File: src/rtl/uart_rx_pkg.sv
// Shared constants and FSM state type for the UART receiver.
// The PARITY state exists only when UART_RX_PARITY_EN is defined.
package uart_rx_pkg;

    localparam int OSR        = 16;
    localparam int SAMPLE_LO  = 7;
    localparam int SAMPLE_MID = 8;
    localparam int SAMPLE_HI  = 9;

    typedef enum logic [2:0] {
        ST_IDLE      = 3'd0,
        ST_START     = 3'd1,
        ST_DATA      = 3'd2,
        ST_STOP      = 3'd3,
        ST_WAIT_IDLE = 3'd4
`ifdef UART_RX_PARITY_EN
        ,
        ST_PARITY    = 3'd5
`endif
    } rx_state_t;

    function automatic logic majority3(input logic a, input logic b, input logic c);
        return (a & b) | (a & c) | (b & c);
    endfunction

endpackage

File: src/rtl/uart_rx_baud_tick.sv
// Oversample tick generator: counts 0..div_i and emits a one-clock tick at div_i.
// Held at zero while clr_i is asserted, so the first tick lands div_i+1 clocks after release.
module uart_rx_baud_tick #(
    parameter int DIV_WIDTH = 16
) (
    input  logic                 clk_i,
    input  logic                 rst_n_i,
    input  logic                 clr_i,
    input  logic [DIV_WIDTH-1:0] div_i,
    output logic                 tick_o
);

    logic [DIV_WIDTH-1:0] count_reg;
    logic [DIV_WIDTH-1:0] count_next;

    always_comb begin
        tick_o     = 1'b0;
        count_next = count_reg + DIV_WIDTH'(1);
        if (clr_i) begin
            count_next = '0;
        end else if (count_reg == div_i) begin
            tick_o     = 1'b1;
            count_next = '0;
        end
    end

    always_ff @(posedge clk_i or negedge rst_n_i) begin
        if (!rst_n_i) begin
            count_reg <= '0;
        end else begin
            count_reg <= count_next;
        end
    end

endmodule

File: src/rtl/uart_rx_core.sv
// 16x-oversampled UART receiver with 3-sample majority vote and a valid/ready output stage.
// Optional parity checking is compiled in with UART_RX_PARITY_EN.
module uart_rx_core
    import uart_rx_pkg::*;
#(
    parameter int DIV_WIDTH  = 16,
    parameter int DATA_WIDTH = 8
) (
    input  logic                  clk_i,
    input  logic                  rst_n_i,
    input  logic                  en_i,
    input  logic [DIV_WIDTH-1:0]  div_i,
    input  logic                  rx_i,
`ifdef UART_RX_PARITY_EN
    input  logic                  par_en_i,
    input  logic                  par_odd_i,
    output logic                  parity_err_o,
`endif
    output logic [DATA_WIDTH-1:0] data_o,
    output logic                  frame_err_o,
    output logic                  valid_o,
    input  logic                  ready_i,
    output logic                  overrun_o,
    output logic                  busy_o
);

    localparam int SCNT_W = $clog2(OSR);
    localparam int BIT_W  = $clog2(DATA_WIDTH);

    rx_state_t state_reg;
    rx_state_t state_next;

    logic [1:0]            sync_reg;
    logic                  rx_s;
    logic                  tick;
    logic                  baud_clr;
    logic [SCNT_W-1:0]     sample_cnt_reg;
    logic [SCNT_W-1:0]     sample_cnt_next;
    logic                  samp_lo_reg;
    logic                  samp_mid_reg;
    logic                  decide;
    logic                  vote;
    logic [BIT_W-1:0]      bit_idx_reg;
    logic                  last_bit;
    logic [DATA_WIDTH-1:0] shift_reg;
    logic                  shift_en;
    logic                  load_en;
    logic [DATA_WIDTH-1:0] data_reg;
    logic                  frame_err_reg;
    logic                  valid_reg;
    logic                  overrun_reg;
`ifdef UART_RX_PARITY_EN
    logic                  par_cap;
    logic                  par_err_frame_reg;
    logic                  parity_err_reg;
`endif

    always_ff @(posedge clk_i or negedge rst_n_i) begin
        if (!rst_n_i) begin
            sync_reg <= 2'b11;
        end else begin
            sync_reg <= {sync_reg[0], rx_i};
        end
    end
    assign rx_s = sync_reg[1];

    assign baud_clr = !en_i || (state_reg == ST_IDLE);

    uart_rx_baud_tick #(
        .DIV_WIDTH(DIV_WIDTH)
    ) u_baud_tick (
        .clk_i  (clk_i),
        .rst_n_i(rst_n_i),
        .clr_i  (baud_clr),
        .div_i  (div_i),
        .tick_o (tick)
    );

    // Sample index is the post-increment count, so sample 9 is the 9th tick into a bit.
    assign sample_cnt_next = sample_cnt_reg + SCNT_W'(1);
    assign decide          = tick && (sample_cnt_next == SCNT_W'(SAMPLE_HI));
    assign vote            = majority3(samp_lo_reg, samp_mid_reg, rx_s);
    assign last_bit        = (bit_idx_reg == BIT_W'(DATA_WIDTH - 1));

    always_ff @(posedge clk_i or negedge rst_n_i) begin
        if (!rst_n_i) begin
            sample_cnt_reg <= '0;
            samp_lo_reg    <= 1'b1;
            samp_mid_reg   <= 1'b1;
        end else if (baud_clr) begin
            sample_cnt_reg <= '0;
        end else if (tick) begin
            sample_cnt_reg <= sample_cnt_next;
            if (sample_cnt_next == SCNT_W'(SAMPLE_LO)) begin
                samp_lo_reg <= rx_s;
            end
            if (sample_cnt_next == SCNT_W'(SAMPLE_MID)) begin
                samp_mid_reg <= rx_s;
            end
        end
    end

    always_ff @(posedge clk_i or negedge rst_n_i) begin
        if (!rst_n_i) begin
            state_reg <= ST_IDLE;
        end else begin
            state_reg <= state_next;
        end
    end

    always_comb begin
        state_next = state_reg;
        if (!en_i) begin
            state_next = ST_IDLE;
        end else begin
            case (state_reg)
                ST_IDLE: begin
                    if (!rx_s) state_next = ST_START;
                end
                ST_START: begin
                    if (decide) state_next = vote ? ST_IDLE : ST_DATA;
                end
                ST_DATA: begin
                    if (decide && last_bit) begin
`ifdef UART_RX_PARITY_EN
                        state_next = par_en_i ? ST_PARITY : ST_STOP;
`else
                        state_next = ST_STOP;
`endif
                    end
                end
`ifdef UART_RX_PARITY_EN
                ST_PARITY: begin
                    if (decide) state_next = ST_STOP;
                end
`endif
                // A low line at the stop decision must not be mistaken for the next start bit.
                ST_STOP: begin
                    if (decide) state_next = rx_s ? ST_IDLE : ST_WAIT_IDLE;
                end
                ST_WAIT_IDLE: begin
                    if (rx_s) state_next = ST_IDLE;
                end
                default: state_next = ST_IDLE;
            endcase
        end
    end

    always_comb begin
        busy_o   = (state_reg != ST_IDLE);
        shift_en = 1'b0;
        load_en  = 1'b0;
`ifdef UART_RX_PARITY_EN
        par_cap  = 1'b0;
`endif
        if (en_i) begin
            case (state_reg)
                ST_DATA:   shift_en = decide;
                ST_STOP:   load_en  = decide;
`ifdef UART_RX_PARITY_EN
                ST_PARITY: par_cap  = decide;
`endif
                default:   ;
            endcase
        end
    end

    always_ff @(posedge clk_i or negedge rst_n_i) begin
        if (!rst_n_i) begin
            bit_idx_reg <= '0;
            shift_reg   <= '0;
        end else begin
            if (state_reg == ST_START) begin
                bit_idx_reg <= '0;
            end else if (shift_en) begin
                bit_idx_reg <= bit_idx_reg + BIT_W'(1);
            end
            if (shift_en) begin
                shift_reg <= {vote, shift_reg[DATA_WIDTH-1:1]};
            end
        end
    end

`ifdef UART_RX_PARITY_EN
    always_ff @(posedge clk_i or negedge rst_n_i) begin
        if (!rst_n_i) begin
            par_err_frame_reg <= 1'b0;
        end else if (state_reg == ST_IDLE) begin
            par_err_frame_reg <= 1'b0;
        end else if (par_cap) begin
            par_err_frame_reg <= vote ^ (^shift_reg) ^ par_odd_i;
        end
    end
`endif

    // Single-entry output stage; a load that lands on an accept replaces the byte in place.
    always_ff @(posedge clk_i or negedge rst_n_i) begin
        if (!rst_n_i) begin
            data_reg       <= '0;
            frame_err_reg  <= 1'b0;
            valid_reg      <= 1'b0;
            overrun_reg    <= 1'b0;
`ifdef UART_RX_PARITY_EN
            parity_err_reg <= 1'b0;
`endif
        end else begin
            overrun_reg <= 1'b0;
            if (load_en) begin
                if (!valid_reg || ready_i) begin
                    data_reg       <= shift_reg;
                    frame_err_reg  <= !vote;
                    valid_reg      <= 1'b1;
`ifdef UART_RX_PARITY_EN
                    parity_err_reg <= par_err_frame_reg;
`endif
                end else begin
                    overrun_reg <= 1'b1;
                end
            end else if (valid_reg && ready_i) begin
                valid_reg <= 1'b0;
            end
        end
    end

    assign data_o      = data_reg;
    assign frame_err_o = frame_err_reg;
    assign valid_o     = valid_reg;
    assign overrun_o   = overrun_reg;
`ifdef UART_RX_PARITY_EN
    assign parity_err_o = parity_err_reg;
`endif

endmodule

File: config.mk
export PLATFORM = sky130hd
export DESIGN_NAME = uart_rx_core
export DESIGN_NICKNAME = d
export VERILOG_FILES = /design/src/rtl/uart_rx_pkg.sv /design/src/rtl/uart_rx_baud_tick.sv /design/src/rtl/uart_rx_core.sv
export SDC_FILE = /design/constraint.sdc
export NUM_CORES = 1
export LEC_CHECK = 0
export CORE_MARGIN = 3
export CORE_UTILIZATION = 50
export CTS_CLUSTER_DIAMETER = 40
export DETAILED_ROUTE_END_ITERATION = 10
export GPL_TIMING_DRIVEN = 0
export HOLD_SLACK_MARGIN = 0.02
export PLACE_DENSITY = 0.77
export SKIP_CTS_REPAIR_TIMING = 1
export SLEW_MARGIN = 5
export SYNTH_ARGS = -nofsm -noshare
export SYNTH_HDL_FRONTEND = slang
export SYNTH_SLANG_ARGS = --single-unit
File: constraint.sdc
create_clock -name clk_i -period 1.9 [get_ports clk_i]
set_input_delay 0.19 -clock clk_i [delete_from_list [all_inputs] [get_ports clk_i]]
set_output_delay 0.19 -clock clk_i [all_outputs]
set_load 0.005 [all_outputs]
# [Word level (Yosys, flattened, before mapping)]
# Cells that the tools add are included.
# Widths: inputs -> output; s select.
[word_totals] reg_bits=49 in_bits=21 out_inout_bits=12 wordCells=80
[op_classes] n_addsub=3 n_eq_ne=15 muxes=26 n_bitwise=6 n_reduce_logical=18
[op_table] cell="$mux 16" count=2
[op_table] cell="$mux 3" count=9
[op_table] cell="$add 16x1->16 const B" count=1
[op_table] cell="$eq 16x16->1" count=1
[op_table] cell="$ne 3x3->1 const B" count=5
[op_table] cell="$pmux 3 s5" count=1
[op_table] cell="$mux 1" count=11
[op_table] cell="$eq 4x4->1 const B" count=2
[op_table] cell="$mux 4" count=2
[op_table] cell="$eq 3x2->1 const B" count=2
[op_table] cell="$eq 3x3->1 const B" count=2
[op_table] cell="$reduce_and 3->1" count=2
[op_table] cell="$reduce_bool 2->1" count=3
[op_table] cell="$reduce_and 5->1" count=1
[op_table] cell="$add 4x1->4 const B" count=1
[op_table] cell="$eq 4x3->1 const B" count=1
[op_table] cell="$reduce_and 2->1" count=2
[op_table] cell="$add 3x1->3 const B" count=1
[op_table] cell="$and 1x1->1" count=3
[op_table] cell="$eq 3x1->1 const B" count=1
[op_table] cell="$logic_and 1x1->1" count=3
[op_table] cell="$logic_not 1->1" count=3
[op_table] cell="$logic_not 3->1" count=1
[op_table] cell="$reduce_bool 3->1" count=1
[op_table] cell="other kinds (5)" count=7

# [Longest topological paths before layout]
# Gate-level depths: netlist (run 1).
[logic_depth] ltp_word=8 ltp_mapped=8 depth_no_buf=7

# [Hierarchy]
# Synthesis (run 1) repeated with hierarchy kept, for this count alone.
[hier_totals] hier_cells=227 area_unflattened_um2=2536.2
[modules_own_cells] module="uart_rx_core" instances=1 cells_each=127 area_each_um2=1572.8 seq_area_each_um2=830.8
[modules_own_cells] module="uart_rx_baud_tick" instances=1 cells_each=100 area_each_um2=963.4 seq_area_each_um2=400.4

# [Least setup slack after synthesis (run 1)]
# Ideal clock, no wire load.
[synth_path] kind="register to register" startpoint="register sample_cnt_reg[0]" endpoint="register data_reg[0] (netlist: data_o[0])" setup_ns=0.125 t_arrival_ns=1.784 t_required_ns=1.775 setup_slack_ns=-0.009 stages_incl_launch_ff=8 path_buffers=2 period_less_slack_ns=1.909 cell_sequence="dfrtp_1 ha_1 nor3b_1 or2_0 buf_2 and3_1 buf_6 mux2_4"
[synth_between] elab_chain_cells=6
[synth_rtl] item="from (decl)" line="uart_rx_core.sv:37" source="logic [SCNT_W-1:0] sample_cnt_reg;"
[synth_rtl] item="from (signal assigned)" line="uart_rx_core.sv:93" source="sample_cnt_reg <= sample_cnt_next;"
[synth_rtl] item="$add 4x1->4" line="uart_rx_core.sv:80" source="assign sample_cnt_next = sample_cnt_reg + SCNT_W'(1);"
[synth_rtl] item="$eq 4x4->1" line="uart_rx_core.sv:81" source="assign decide = tick && (sample_cnt_next == SCNT_W'(SAMPLE_HI));"
[synth_rtl] item="$logic_and 1x1->1" line="uart_rx_core.sv:81"
[synth_rtl] item="$mux 1" line="uart_rx_core.sv:157" source="case (state_reg)"
[synth_rtl] item="$mux 1" line="uart_rx_core.sv:156" source="if (en_i) begin"
[synth_rtl] item="$reduce_and 2->1 (no line)"
[synth_rtl] item="to (signal assigned)" line="uart_rx_core.sv:210" source="data_reg <= shift_reg;"
[synth_rtl] item="to (decl)" line="uart_rx_core.sv:48" source="logic [DATA_WIDTH-1:0] data_reg;"
# No other way between the ends.
# A chain may end at the register's enable or synchronous reset.

# [Worst setup path in the final report (run 1)]
[layout_path] startpoint="register u_baud_tick.count_reg[13]" endpoint="register data_reg[0] (netlist: data_o[0])"
[layout_between] elab_chain_cells=7
[layout_rtl] item="from (decl)" line="uart_rx_baud_tick.sv:13" source="logic [DIV_WIDTH-1:0] count_reg;"
[layout_rtl] item="from (signal assigned)" line="uart_rx_baud_tick.sv:31" source="count_reg <= count_next;"
[layout_rtl] item="$eq 16x16->1" line="uart_rx_baud_tick.sv:21" source="end else if (count_reg == div_i) begin"
[layout_rtl] item="$mux 1" line="uart_rx_baud_tick.sv:21"
[layout_rtl] item="$mux 1" line="uart_rx_baud_tick.sv:19" source="if (clr_i) begin"
[layout_rtl] item="$logic_and 1x1->1" line="uart_rx_core.sv:81"
[layout_rtl] item="$mux 1" line="uart_rx_core.sv:157"
[layout_rtl] item="$mux 1" line="uart_rx_core.sv:156"
[layout_rtl] item="$reduce_and 2->1 (no line)"
# No other way between the ends.

==> results of run 1 <==
-- worst min path at each step --
stage	start	end	slack, ps	depth (start not counted)
after global placement	sync_reg[0]	sync_reg[1]	350	0
after global routing	rx_i	sync_reg[0]	280	1
final	en_i	state_reg[2]	280	2
after floorplan	rst_n_i	bit_idx_reg[0]	-110	0
after detailed placement	rst_n_i	data_o[1]	140	1
after CTS	rst_n_i	sample_cnt_reg[1]	-180	1
-- power by group --
| group | total [W] | leakage, nW | internal, W | switching, W |
|---|---|---|---|---|
| clock | 0.000600 | 0.0443 | 0.000289 | 0.000311 |
| combinational | 0.000146 | 0.776 | 0.0000752 | 0.0000712 |
| sequential | 0.00106 | 0.653 | 0.00105 | 0.0000104 |
-- per-layer routing --
metal	track usage (%)	vias to the layer above	part of all wire (%)
li1	-	929	-
met1	20.7	920	43
met2	28.0	48	52
met3	3.71	6	4.1
met4	4.90	0	1.3
met5	0	-	0
-- placed cells by master (no fill, tap or decap), types with 7 or more instances in the layout --
cell type and instances:
buf_4 17, mux2_4 13, nand2_1 19, xor2_1 7, nand3_1 7, clkdlybuf4s50_1 30, dfrtp_1 39, xnor2_1 24
nand4_1 9, nor2_1 26
-- layout make-up --
type / count / share of cell area, %
multi-input combinational: 175 / 40.7
sequential: 49 / 37.8
timing repair buffer: 48 / 13.8
clock buffer: 7 / 2.63
tap: 67 / 2.56
buffer: 7 / 1.95
inverter: 5 / 0.572
-- through the flow --
stage	cell area, um^2	utilization, %	worst slack [ps]
after floorplan	2590	-	4.71
after global placement	2990	61.3	-743
after detailed placement	3000	61.6	-433
after CTS	3090	63.3	-251
after global routing	3280	67.2	-154
final	3280	67.2	-98.9
-- critical path: stages (launching register included) --
cell and delay (ps):
dfrtp_1 420, xnor2_1 140, nand4_1 190, nor4_4 340, buf_6 170, and3_4 190, buf_6 130, mux2_4 300
-- kinds of logic (layout without fill, tap and decap cells) --
logic type	count (synthesis)	count (layout)
xor gates and xnor gates	31	31
buffers and inverters	14	67
DFF	49	49
adders and majority gates	8	8
and+or+nand+nor	98	98
AOI/OAI and AO/OA	14	14
muxes	24	24
==> implementation parameters, run 1 <==
Parameter                              Value

Outcome
  Outcome ... finished, violations left
  Violated checks ... negative setup slack

Cells and area
  Share of layout cells above drive strength 1 ... between 20% and 30%
  Area used by multi-input combinational logic ... 1340 um^2
  Antenna diode instance count ... 0
  Sequential cell area ... about 1200 um^2
  Number of standard cells in the layout, taps in and fillers out ... 358
  FILL cells ... 399
  Flip-flop count of the largest register after layout ... 16
  Growth of design area from synthesis to finish ... 26.5%
  Layout net count ... 319

Floorplan
  Die area ... 6080 um^2
  Core box area ... ~4900 um^2
  Row count ... 25
  Die width ... approximately 78 um
  Number of top-level pins ... 33
  Height of the die ... 78.0 um
  Initial standard-cell utilization of the core ... between 50% and 60%

Setup path
  FF-to-FF Start ... u_baud_tick.count_reg[13]
  Startpoint-to-endpoint class of the critical path ... flip-flop to flip-flop
  First element of the critical path ... u_baud_tick.count_reg[13]
  Register-to-Register Setup Slack ... -100 ps
  Endpoint kind of the worst setup timing path ... flip-flop
  Number of cells traversed by the worst register-to-register path ... 7
  Crit-path max FO ... 7
  Data arrival time at the worst-slack endpoint ... 2170 ps
  Sort of element at the start of the critical path ... flip-flop
  Setup crit end ... data_o[0]
  Crit Reg-Reg Endpoint ... data_o[0]
  Data required time of the worst path ... 2070 ps

Logic synthesis
  Number of flops mapped to enable cells by yosys ... 0
  Synth Cell Area ... between 2000 and 3000 um^2
  Synth Net Count ... approximately 270
  Adder-cell share of the synthesized area ... 3.76%
  Top cell type by total area after synthesis ... dfrtp_1
  Leading cell types by total area after synthesis ... dfrtp_1 43%, xnor2_1 8.1%, mux2_4 4.6%
  Post-Synth XOR/XNOR Area ... between 10% and 20%
  Post-synthesis compound-gate area fraction ... under 10%
  Multiplexer share of the synthesized area ... 11.3%
  Simple logic cell fraction of the synthesized area ... 20.3%
  Synthesized flop and latch total ... 49
  Synth warnings ... 0
  Dominant register cell in the synthesized netlist ... dfrtp_1
  Cells after synthesis ... 238
  Most common cell in the synthesized netlist ... dfrtp_1
  Synth Area per Inst ... 10.9 um^2
  Count of cell types in the netlist ... 46
  Portion of synthesized cell area occupied by the leading cell type ... ~43%
  Asr flop ratio synth ... between 90% and 100%
  Fraction of the yosys area taken by sequential cells ... 47.5%
  Most used standard cells in the synthesized netlist ... 45 x dfrtp_1, 26 x nor2_1, 24 x xnor2_1
  Combinational family with the most area after synthesis ... simple AND/OR/NAND/NOR gates

Global route
  Initial antenna violation count ... 0
  Wire length of the first global-routing pass ... 8.02 mm
  Via count of the first global-routing pass ... 1754
  Global route total overflow ... 0
  Pin count of the biggest net entering global routing ... 35
  Global-route total usage across every layer ... 16.4%

Clock network
  Maximum count of clock buffers along a single path ... 2
  Master cell of the clock root buffer ... clkbuf_8
  Clock latency on the worst-skew pair ... about 290 ps
  Clock Sinks ... 49
  Clock transition at the registers of the reported paths ... 90 ps
  Number of buffers inserted during clock tree synthesis ... 5
  CTS tree ... yes
  H-tree levels ... 2

Placed design
  Post-placement cell count ... approximately 340
  Number of buffer cells added on primary ports ... 31
  Global placement routability congestion ... 0.862
  Total half-perimeter wirelength after legalization and detailed placement ... around 3.5 mm

STA
  Tcrit/Tclk final ... 105%
  Unrepaired setup endpoints after global routing ... yes
  Worst clock skew ... 8.14 ps
  Final Hold Vio Count ... 0
  Maximum clock frequency ... 500 MHz
  Total negative slack for setup checks ... -1050 ps
  Setup violators final ... 17
  Pins over their slew limit ... 0
  Worst-case setup margin in the final layout ... -98.9 ps
  Final-layout worst hold slack ... 282 ps
  Max_slew headroom ... 70.9%
  Actual transition at the worst max-transition pin ... 433 ps
  Shortest clock period the worst path allows after layout ... between 1500 and 2000 ps

Route
  TritonRoute pass-1 iters ... 4
  DRC marker count from the first detailed-route iteration ... 135
  DRT antenna net count ... 0
  Via density per instance ... 5.32
  DR WL/cell ... 14.3 um
  Post-Route WL ... 5.12 mm
  Post-route DRC violation count ... 0
  Overall via count from detail_route ... 1903

Power and ir drop
  Power density over cell area ... 551 nW/um^2
  Leak ... 1.47 nW
  Post-layout power ... 0.00181 W
  Worst supply voltage drop on vdd ... 0.306 mV

Job
  MaxCap Viol Count ... 0

Worst hold path
  Class of the most critical hold timing path ... input pin to flip-flop
No activity file was read; power rests on OpenSTA's default activity.
==> inputs of run 2 (changes only) <==
--- a/config.mk
+++ b/config.mk
@@ -5,6 +5,7 @@
 export SDC_FILE = /design/constraint.sdc
 export NUM_CORES = 1
 export LEC_CHECK = 0
+export CORE_ASPECT_RATIO = 0.7
 export CORE_MARGIN = 3
 export CORE_UTILIZATION = 50
 export CTS_CLUSTER_DIAMETER = 40
==> run 2 against run 1 <==
Against the previous run: the run still ends with negative setup slack left; total power is 2.7% higher; via count is 0.79% higher; die area is 0.23% higher; register-to-register slack hardly changed; hold slack better by 2.0 ps.
==> implementation parameters, run 2 (synthesis results as in run 1) <==
Parameter                              Value

Global route
  Global-route total usage across every layer ... 17.5% (was 16.4%)
  Pin count of the biggest net entering global routing ... 37 (was 35)
  Wire length of the first global-routing pass ... 8.38 mm (was 8.02 mm)
  Global route total overflow ... 0 (unchanged)
  Via count of the first global-routing pass ... 1751 (was 1754)
  Initial antenna violation count ... 0 (unchanged)

Clock network
  Clock latency on the worst-skew pair ... 300 ps (was 290 ps)
  Clock transition at the registers of the reported paths ... 90 ps (about the same)
  Clock Sinks ... 49 (unchanged)
  H-tree levels ... 2 (unchanged)
  Number of buffers inserted during clock tree synthesis ... 5 (unchanged)
  Master cell of the clock root buffer ... clkbuf_8 (unchanged)
  Maximum count of clock buffers along a single path ... 2 (unchanged)
  CTS tree ... yes (unchanged)

Floorplan
  Row count ... 21 (was 25)
  Number of top-level pins ... 33 (unchanged)
  Height of the die ... 66.2 um (was 78.0 um)
  Die area ... 6100 um^2 (was 6080 um^2)
  Die width ... 92.1 um (was 78.0 um)
  Core box area ... 4890 um^2 (was 4880 um^2)
  Initial standard-cell utilization of the core ... 53.0% (was 53.1%)

Placed design
  Number of buffer cells added on primary ports ... 31 (unchanged)
  Total half-perimeter wirelength after legalization and detailed placement ... 3.57 mm (was 3.49 mm)
  Global placement routability congestion ... 0.933 (was 0.862)
  Worst Setup Slack post-DPL ... -447 ps (was -433 ps)
  Placed inst area ... 3010 um^2 (was 3000 um^2)

Outcome
  Violated checks ... negative setup slack (unchanged)
  Outcome ... finished, violations left (unchanged)

Cells and area
  Growth of design area from synthesis to finish ... 30.8% (was 26.5%)
  Finished layout cell area ... 3390 um^2 (was 3280 um^2)
  Antenna diode instance count ... 0 (unchanged)
  Share of layout cells above drive strength 1 ... 25.8% (was 20.6%)
  FILL cells ... 368 (was 399)
  Sequential cell area ... 1240 um^2 (about the same)
  Area used by multi-input combinational logic ... 1380 um^2 (was 1340 um^2)
  Layout net count ... 322 (was 319)
  Share of the core filled with cells in the final layout ... 69.4% (was 67.2%)
  Most frequent standard cell in the layout excluding fill and tap cells ... dfrtp_1 (unchanged)
  Flip-flop count of the largest register after layout ... 16 (unchanged)
  Most frequent cells in the layout ... 34 x dfrtp_1, 30 x clkdlybuf4s50_1, 26 x nor2_1 (was 39 x dfrtp_1, 30 x clkdlybuf4s50_1, 26 x nor2_1)

Setup path
  Crit Reg-Reg Endpoint ... data_o[5] (was data_o[0])
  Data arrival time at the worst-slack endpoint ... 2180 ps (was 2170 ps)
  CP Cell Sequence ... xnor2_2 -> nand4_1 -> nor4_4 -> buf_6 -> and3_4 -> buf_4 -> mux2_4 (was xnor2_1 -> nand4_1 -> nor4_4 -> buf_6 -> and3_4 -> buf_6 -> mux2_4)
  CP peak stage delay ... 440 ps (was 420 ps)
  Slowest cell on crit path ... dfrtp_1 (unchanged)
  Crit-path max FO ... 6 (was 7)
  Startpoint-to-endpoint class of the critical path ... flip-flop to flip-flop (unchanged)
  Sort of element at the start of the critical path ... flip-flop (unchanged)
  Number of cells traversed by the worst register-to-register path ... 7 (unchanged)
  Register-to-Register Setup Slack ... -90 ps (was -100 ps)
  Cell class contributing the biggest share of worst-path delay ... simple AND/OR/NAND/NOR gates (unchanged)
  Buffers plus inverters on the worst setup path ... 2 (unchanged)
  FF-to-FF Start ... u_baud_tick.count_reg[12] (was u_baud_tick.count_reg[13])
  Endpoint kind of the worst setup timing path ... flip-flop (unchanged)
  Data required time of the worst path ... 2090 ps (was 2070 ps)

Worst hold path
  Launch instance of the worst min-delay path ... rx_i (was en_i)
  WHS Path Cells ... 1 (was 2)
  Class of the most critical hold timing path ... input pin to flip-flop (unchanged)
  Sink of the worst hold path ... sync_reg[0] (was state_reg[2])

Route
  Post-Route WL ... 5.31 mm (was 5.12 mm)
  Post-route DRC violation count ... 0 (unchanged)
  DRC marker count from the first detailed-route iteration ... 87 (was 135)
  TritonRoute pass-1 iters ... 4 (unchanged)
  DRT antenna net count ... 0 (unchanged)
  Via density per instance ... 5.27 (was 5.32)
  Overall via count from detail_route ... 1918 (was 1903)
  DR WL/cell ... 14.6 um (was 14.3 um)

STA
  Maximum clock frequency ... 502 MHz (was 500 MHz)
  Actual transition at the worst max-transition pin ... 495 ps (was 433 ps)
  Worst-case setup margin in the final layout ... -92.2 ps (was -98.9 ps)
  Max_slew headroom ... 66.7% (was 70.9%)
  Setup violators final ... 16 (was 17)
  Shortest clock period the worst path allows after layout ... 1990 ps (was 2000 ps)
  Worst clock skew ... 4.97 ps (was 8.14 ps)
  Final Hold Vio Count ... 0 (unchanged)
  Unrepaired setup endpoints after global routing ... yes (unchanged)
  Pins over their slew limit ... 0 (unchanged)
  Tcrit/Tclk final ... 105% (about the same)
  Final-layout worst hold slack ... 284 ps (was 282 ps)
  Total negative slack for setup checks ... -804 ps (was -1050 ps)

Power and ir drop
  Worst supply voltage drop on vdd ... 0.359 mV (was 0.306 mV)
  Leak ... 1.52 nW (was 1.47 nW)
  Power density over cell area ... 547 nW/um^2 (was 551 nW/um^2)
  Proportion of power drawn by combinational gates ... 9.1% (was 8.1%)
  Switching share of power ... 24.4% (was 21.7%)
  Portion of total power attributed to sequential cells ... 57.2% (was 58.7%)
  Cell internal pwr ... 0.00140 W (was 0.00141 W)
  Total net switching power ... 0.000453 W (was 0.000393 W)
  Share of total power in the clock network ... 33.7% (was 33.2%)

Job
  MaxCap Viol Count ... 0 (unchanged)
==> run 2: area by class of cell <==
| class | count | area share, % |
|---|---|---|
| well taps | 69 | 2.55 |
| clock buffers | 5 | 2.03 |
| plain buffers | 7 | 2.10 |
| multi-input cells | 175 | 40.8 |
| flip-flops and latches | 49 | 36.7 |
| clock inverters | 3 | 0.627 |
| repair buffers | 51 | 14.6 |
| inverters | 5 | 0.554 |
==> run 2: through the flow <==
| step | total power [W] | std cells |
|---|---|---|
| global route | 0.00193 | 364 |
| floorplan | 0.00114 | 238 |
| global placement | 0.00122 | 338 |
| finish | 0.00186 | 364 |
| detailed placement | 0.00123 | 339 |
| CTS | 0.00184 | 347 |
==> run 2: worst max path at each step <==
stage,depth (start not counted),end,start
after floorplan,7,data_o[0],sample_cnt_reg[0]
after global placement,1,sample_cnt_reg[0],rst_n_i
after detailed placement,7,data_o[3],div_i[2]
after CTS,6,data_o[5],u_baud_tick.count_reg[2]
after global routing,7,data_o[5],u_baud_tick.count_reg[12]
final,7,data_o[5],u_baud_tick.count_reg[12]
==> run 2: power groups by stage <==
stage	Clock [W]	Sequential (W)	Combinational [W]
after floorplan	0	0.00107	0.0000640
after global placement	0	0.00108	0.000145
after detailed placement	0	0.00108	0.000150
after CTS	0.000635	0.00106	0.000151
after global routing	0.000686	0.00106	0.000185
final	0.000626	0.00106	0.000169
==> run 2: worst register-to-register path, cell delays in order, from the launching register on <==
cell and delay, ps:
dfrtp_1 440, xnor2_2 160, nand4_1 170, nor4_4 320, buf_6 160, and3_4 190
buf_4 140, mux2_4 300
==> run 2: routing by layer <==
metal | part of all wire [%] | vias to the layer above | GRT usage, % | routed length (um)
li1 | - | 941 | - | -
met1 | 49 | 921 | 25.3 | 2610
met2 | 45 | 49 | 26.1 | 2390
met3 | 4.5 | 7 | 3.98 | 240
met4 | 1.3 | 0 | 5.56 | 70
met5 | 0 | - | 0 | 0
